`src/rtl/ahbl_gpio_port_if.sv`:
```
// AHB-Lite bus bundle between the GPIO address splitter and one GPIO port slave.
interface ahbl_gpio_port_if;
  logic        HSEL;
  logic [31:0] HADDR;
  logic [1:0]  HTRANS;
  logic [2:0]  HSIZE;
  logic        HWRITE;
  logic        HREADY;
  logic [31:0] HWDATA;
  logic        HREADYOUT;
  logic [31:0] HRDATA;

  modport master (
    output HSEL, HADDR, HTRANS, HSIZE, HWRITE, HREADY, HWDATA,
    input  HREADYOUT, HRDATA
  );

  modport slave (
    input  HSEL, HADDR, HTRANS, HSIZE, HWRITE, HREADY, HWDATA,
    output HREADYOUT, HRDATA
  );
endinterface

```
`src/rtl/ahbl_gpio_port.sv`:
```
// AHB-Lite GPIO port: data out, direction, synchronised inputs, edge interrupts.
// Optional atomic SET/CLR registers at 0x18/0x1C when GPIO_ATOMIC_SETCLR_EN is defined.
module ahbl_gpio_port #(
  parameter int WIDTH = 16
) (
  input  logic             HCLK,
  input  logic             HRESETn,
  ahbl_gpio_port_if.slave  bus,
  input  logic [WIDTH-1:0] GPIO_IN,
  output logic [WIDTH-1:0] GPIO_OUT,
  output logic [WIDTH-1:0] GPIO_OE,
  output logic             IRQ
);

  localparam logic [2:0] OFS_DATAIN  = 3'd0;
  localparam logic [2:0] OFS_DATAOUT = 3'd1;
  localparam logic [2:0] OFS_DIR     = 3'd2;
  localparam logic [2:0] OFS_IM      = 3'd3;
  localparam logic [2:0] OFS_POL     = 3'd4;
  localparam logic [2:0] OFS_IS      = 3'd5;
`ifdef GPIO_ATOMIC_SETCLR_EN
  localparam logic [2:0] OFS_SET     = 3'd6;
  localparam logic [2:0] OFS_CLR     = 3'd7;
`endif

  function automatic logic [31:0] zext(input logic [WIDTH-1:0] v);
    logic [31:0] r;
    r = '0;
    r[WIDTH-1:0] = v;
    return r;
  endfunction

  logic             accept;
  logic             commit;
  logic             wr_q, wr_d;
  logic             rd_q, rd_d;
  logic [2:0]       addr_q, addr_d;
  logic [WIDTH-1:0] wdata;

  logic [WIDTH-1:0] dout_q, dout_d;
  logic [WIDTH-1:0] dir_q, dir_d;
  logic [WIDTH-1:0] im_q, im_d;
  logic [WIDTH-1:0] pol_q, pol_d;
  logic [WIDTH-1:0] is_q, is_d;
  logic [WIDTH-1:0] s1_q, s2_q, s3_q;
  logic [WIDTH-1:0] evt;
  logic             irq_q, irq_d;
  logic [31:0]      rdata;

  logic unused_bus;
  assign unused_bus = ^{bus.HSIZE, bus.HADDR[31:5], bus.HADDR[1:0], bus.HTRANS[0], bus.HWDATA};

  assign accept = bus.HSEL & bus.HREADY & bus.HTRANS[1];
  assign commit = wr_q & bus.HREADY;
  assign wdata  = bus.HWDATA[WIDTH-1:0];

  // Phase registers hold through a stalled (HREADY=0) data phase.
  always_comb begin
    wr_d   = wr_q;
    rd_d   = rd_q;
    addr_d = addr_q;
    if (bus.HREADY) begin
      wr_d = accept & bus.HWRITE;
      rd_d = accept & ~bus.HWRITE;
      if (accept) begin
        addr_d = bus.HADDR[4:2];
      end
    end
  end

  assign evt = (pol_q & s2_q & ~s3_q) | (~pol_q & ~s2_q & s3_q);

  // A new event is OR-ed in after the W1C mask so a coinciding set wins.
  always_comb begin
    dout_d = dout_q;
    dir_d  = dir_q;
    im_d   = im_q;
    pol_d  = pol_q;
    is_d   = is_q | evt;
    if (commit) begin
      case (addr_q)
        OFS_DATAOUT: dout_d = wdata;
        OFS_DIR:     dir_d  = wdata;
        OFS_IM:      im_d   = wdata;
        OFS_POL:     pol_d  = wdata;
        OFS_IS:      is_d   = (is_q & ~wdata) | evt;
`ifdef GPIO_ATOMIC_SETCLR_EN
        OFS_SET:     dout_d = dout_q | wdata;
        OFS_CLR:     dout_d = dout_q & ~wdata;
`endif
        default:     ;
      endcase
    end
    irq_d = |(is_q & im_q);
  end

  always_comb begin
    rdata = '0;
    if (rd_q) begin
      case (addr_q)
        OFS_DATAIN:  rdata = zext(s2_q);
        OFS_DATAOUT: rdata = zext(dout_q);
        OFS_DIR:     rdata = zext(dir_q);
        OFS_IM:      rdata = zext(im_q);
        OFS_POL:     rdata = zext(pol_q);
        OFS_IS:      rdata = zext(is_q);
        default:     rdata = '0;
      endcase
    end
  end

  always_ff @(posedge HCLK or negedge HRESETn) begin
    if (!HRESETn) begin
      wr_q   <= 1'b0;
      rd_q   <= 1'b0;
      addr_q <= '0;
      dout_q <= '0;
      dir_q  <= '0;
      im_q   <= '0;
      pol_q  <= '0;
      is_q   <= '0;
      s1_q   <= '0;
      s2_q   <= '0;
      s3_q   <= '0;
      irq_q  <= 1'b0;
    end else begin
      wr_q   <= wr_d;
      rd_q   <= rd_d;
      addr_q <= addr_d;
      dout_q <= dout_d;
      dir_q  <= dir_d;
      im_q   <= im_d;
      pol_q  <= pol_d;
      is_q   <= is_d;
      s1_q   <= GPIO_IN;
      s2_q   <= s1_q;
      s3_q   <= s2_q;
      irq_q  <= irq_d;
    end
  end

  assign bus.HREADYOUT = 1'b1;
  assign bus.HRDATA    = rdata;
  assign GPIO_OUT      = dout_q;
  assign GPIO_OE       = dir_q;
  assign IRQ           = irq_q;

endmodule
```
`src/flat_wrapper.sv`:
```
// flat-port wrapper written by rule: the top's interface ports become plain ports
module ahbl_gpio_port_flat 
#(
  parameter int WIDTH = 16
)
  (HCLK, HRESETn, GPIO_IN, GPIO_OUT, GPIO_OE, IRQ, bus_HSEL, bus_HADDR, bus_HTRANS, bus_HSIZE, bus_HWRITE, bus_HREADY, bus_HWDATA, bus_HREADYOUT, bus_HRDATA);
  ahbl_gpio_port_if bus_i ();
  input  logic HCLK;
  input  logic HRESETn;
  input  logic [WIDTH-1:0] GPIO_IN;
  output logic [WIDTH-1:0] GPIO_OUT;
  output logic [WIDTH-1:0] GPIO_OE;
  output logic IRQ;
  input wire logic [$bits(bus_i.HSEL)-1:0] bus_HSEL;
  input wire logic [$bits(bus_i.HADDR)-1:0] bus_HADDR;
  input wire logic [$bits(bus_i.HTRANS)-1:0] bus_HTRANS;
  input wire logic [$bits(bus_i.HSIZE)-1:0] bus_HSIZE;
  input wire logic [$bits(bus_i.HWRITE)-1:0] bus_HWRITE;
  input wire logic [$bits(bus_i.HREADY)-1:0] bus_HREADY;
  input wire logic [$bits(bus_i.HWDATA)-1:0] bus_HWDATA;
  output wire logic [$bits(bus_i.HREADYOUT)-1:0] bus_HREADYOUT;
  output wire logic [$bits(bus_i.HRDATA)-1:0] bus_HRDATA;
  assign bus_i.HSEL = bus_HSEL;
  assign bus_i.HADDR = bus_HADDR;
  assign bus_i.HTRANS = bus_HTRANS;
  assign bus_i.HSIZE = bus_HSIZE;
  assign bus_i.HWRITE = bus_HWRITE;
  assign bus_i.HREADY = bus_HREADY;
  assign bus_i.HWDATA = bus_HWDATA;
  assign bus_HREADYOUT = bus_i.HREADYOUT;
  assign bus_HRDATA = bus_i.HRDATA;
  ahbl_gpio_port #(.WIDTH(WIDTH)) u_core (.HCLK(HCLK), .HRESETn(HRESETn), .bus(bus_i), .GPIO_IN(GPIO_IN), .GPIO_OUT(GPIO_OUT), .GPIO_OE(GPIO_OE), .IRQ(IRQ));
endmodule
```
`config.mk`:
```
export PLATFORM = sky130hd
export DESIGN_NAME = ahbl_gpio_port_flat
export DESIGN_NICKNAME = d
export VERILOG_FILES = /design/src/rtl/ahbl_gpio_port_if.sv /design/src/rtl/ahbl_gpio_port.sv /design/src/flat_wrapper.sv
export SDC_FILE = /design/constraint.sdc
export NUM_CORES = 1
export LEC_CHECK = 0
export BUFFER_PORTS_ARGS = -buffer_cell sky130_fd_sc_hd__buf_2
export CORE_MARGIN = 1.5
export CORE_UTILIZATION = 48
export DETAILED_ROUTE_END_ITERATION = 7
export PLACE_DENSITY = 0.8
export RECOVER_POWER = 25
export SLEW_MARGIN = 20
export SYNTH_ARGS = -nofsm -noshare
export SYNTH_HDL_FRONTEND = slang
export SYNTH_SLANG_ARGS = --single-unit
export TNS_END_PERCENT = 100
```
`constraint.sdc`:
```
create_clock -name HCLK -period 1.5 [get_ports HCLK]
set_input_delay 0.15 -clock HCLK [delete_from_list [all_inputs] [get_ports HCLK]]
set_output_delay 0.15 -clock HCLK [all_outputs]
set_load 0.01 [all_outputs]
```
==> run metrics <==
outcome complete, but fails checks; failing checks negative setup slack; Synth Register Bits 134; CTS tree built; Place WS -0.2805 ns; Multi-input gate area 2481 um2; max_cap viols 0; Setup WS post-layout -0.5496 ns; Synth Cell Area around 6000 um2; fin crit share 136.6%; Area Growth Syn to Fin 34.09%; Synth area leaders dfrtp_1 (57%), mux2_2 (11%), mux2i_1 (5.3%); Die Ht about 110 um; CP bufs+invs 2; Post-layout nets around 690; CP max stage delay 0.46 ns; # placed instances 696; clock root buffer clkbuf_16; number of routed nets with antenna violations 0; cell breakdown of the critical path buf_12, mux2i_1, or2_4, a221oi_2, buf_2; Final Critical Period 2.050 ns; Critical Path AT 1.90 ns; clock skew 0.009649 ns; maximum clock path buffer count 2; Max Fclk 487.9 MHz; warning count from the yosys run 0; gr usage total 23.86%; initial antenna violation count 0; peak supply drop approximately 0.84 mV; register area 3357 um2; share of cells above drive strength 1 about 44%; Starting Density 49.07%; drc violations 0; final setup vio count 96; pin count of the biggest net entering global routing 44; CP required 1.35 ns; Cells after Synth 454; htree depth 4; sequential share of the synthesized area 57.13%; endpoint type of the worst setup path primary output; Hold Fails Final Rpt 0; total CTS buffers 17; Critical-path top delay cell dfrtp_2; Ant. Diodes 0; hpwl dp 9438 um; Avg Vias per Cell 5.745; placer congestion estimate between 0.8 and 0.9; RSZ-0062 raised after global routing yes; synth unique cells 32; Max Slew Vio Count 0; first-pass GRT wire length about 23000 um; number of fillers in the final layout 803; Die ar. approximately 13000 um2; leakage around 3.7 nW; Top Ports 156; Mean Syn Cell Area 12.93 um2; overall power ~12 mW; Power Density 1479 nW/um2; Worst setup SP type register; vias in the first global route 4377; Detailed Route Iter0 Violations 306; DR WL/cell 19.63 um; Routed WL 14960 um; hold slack 0.01840 ns; clock slew at reported path FFs 0.06 ns; CP delay by family, top flip-flops; CP Max Fanout 13; DR vias 4378; Crit Path Category reg -> out; die width 113.6 um; number of port buffers slightly below 90; grt ovf 0; Slew @ Worst Pin between 1 and 1.5 ns; slew margin rel. roughly 27%; Core Region about 12000 um2; DR pass1 iterations 5; Synth area leader dfrtp_1; Yosys top cell area share 57.13%; utilization after layout 65.80%; post-route insts no fill 762; worst hold path type in -> reg; Worst-Skew Late Latency between 0.4 and 0.5 ns; clock sink count 134; # rows 40
## flip-flops by register name, summed over array words and instances (netlist names), 3 cells and up
name	flops
u_core.s3_q	16
u_core.im_q	16
u_core.s2_q	16
u_core.pol_q	16
u_core.is_q	16
u_core.s1_q	16
u_core.addr_q	3
u_core.GPIO_OUT	16
u_core.GPIO_OE	16
## synthesized netlist by cell type, drive strengths merged
master   count
dfrtp      134
mux2        67
buf         35
nor2        32
mux2i       31
a21oi       22
nand2       19
nand3       17
a221o       16
a211o       14
a221oi      12
clkbuf       9
a2bb2oi      8
or2          8
a21boi       7
a22o         4
inv          3
o21ai        3
and2         2
and4b        2
conb         2
nand4        2
mux4         1
nand3b       1
nand4b       1
nor2b        1
nor4         1
## placed cells by master (no fill, tap or decap), types with 7 or more instances in the layout
master           n
buf_6           14
nor2_1          32
mux2i_1         31
mux2_2          32
dfrtp_1        131
or2_4            8
mux2_4          35
conb_1          17
buf_4           19
clkbuf_16       19
nand2_1         18
buf_12           9
nand3_1         17
a221o_1         16
buf_2           88
a221oi_2         8
a2bb2oi_1        8
a211o_1         14
clkinv_2         7
dlygate4sd3_1   21
a21oi_1         16
## power breakdown
group / switching (mW) / internal (mW)
Combinational: 1.31 / 1.53
Sequential: 0.555 / 4.20
Clock: 1.49 / 2.55
Total: 3.35 / 8.29
## layer usage
layer	routed length (um)	track usage, %	part of all wire (%)
met3	804	5.526	5.4
met1	6691	31.96	45
met2	7117	37.35	48
met4	346	10.67	2.3
met5	0	0	0
## worst paths after layout
check                      slack, ns  depth (start not counted)        startpoint                 to
min in group asynchronous       0.46                          2           HRESETn    u_core.s1_q[12]
max in group asynchronous       0.19                          3           HRESETn     u_core.s1_q[6]
min reg2reg                     0.35                          0    u_core.s1_q[3]     u_core.s2_q[3]
max                            -0.55                          5  u_core.addr_q[2]      bus_HRDATA[9]
max reg2reg                    -0.45                          7  u_core.addr_q[2]  u_core.GPIO_OE[2]
min                             0.02                          3          bus_HSEL        u_core.wr_q
## stage by stage
| step | TNS [ns] | area, um2 |
|---|---|---|
| after detailed placement | -7.933 | 6783 |
| after global routing | -39.41 | 7870 |
| after global placement | -5.732 | 6783 |
| final | -34.50 | 7870 |
| after CTS | -23.32 | 7751 |
| after floorplan | -3.474 | 6087 |
## worst reg2reg max path, stage by stage, from the launching register on
cell and delay [ns]:
dfrtp_2 0.46, buf_4 0.16, buf_6 0.10, buf_6 0.12, and4b_1 0.30, and2_4 0.20, buf_8 0.15, mux2_2 0.34
## logic make-up (layout without fill, tap and decap cells)
family          count (synthesis)  after routing  synth area share (%)
compound gates                 86             86                 11.43
buf+inv                        47            193                 5.031
flops                         134            134                 57.13
mux                            99             99                 19.16
other cells                     2             17                0.1280
simple gates                   86             86                 7.120
## area by class of cell
cell class / instances / area share [%]
Sequential cell: 134 / 42.66
Timing Repair Buffer: 158 / 15.99
Clock inverter: 10 / 1.320
Tap cell: 147 / 2.337
Clock buffer: 22 / 6.025
Inverter: 3 / 0.1431
Multi-Input combinational cell: 288 / 31.53
## what timing repair did
action / in CTS / in global routing
hold buffers: 21 / 0
cloned: 1 / 2
setup endpoints to repair: 90 / 96
setup buffers: 4 / 6
endpoints found under the hold margin: 60 / 0
pin swaps: 1 / 4
resized for setup: 39 / 9
Power figures use the tool's default switching activity.
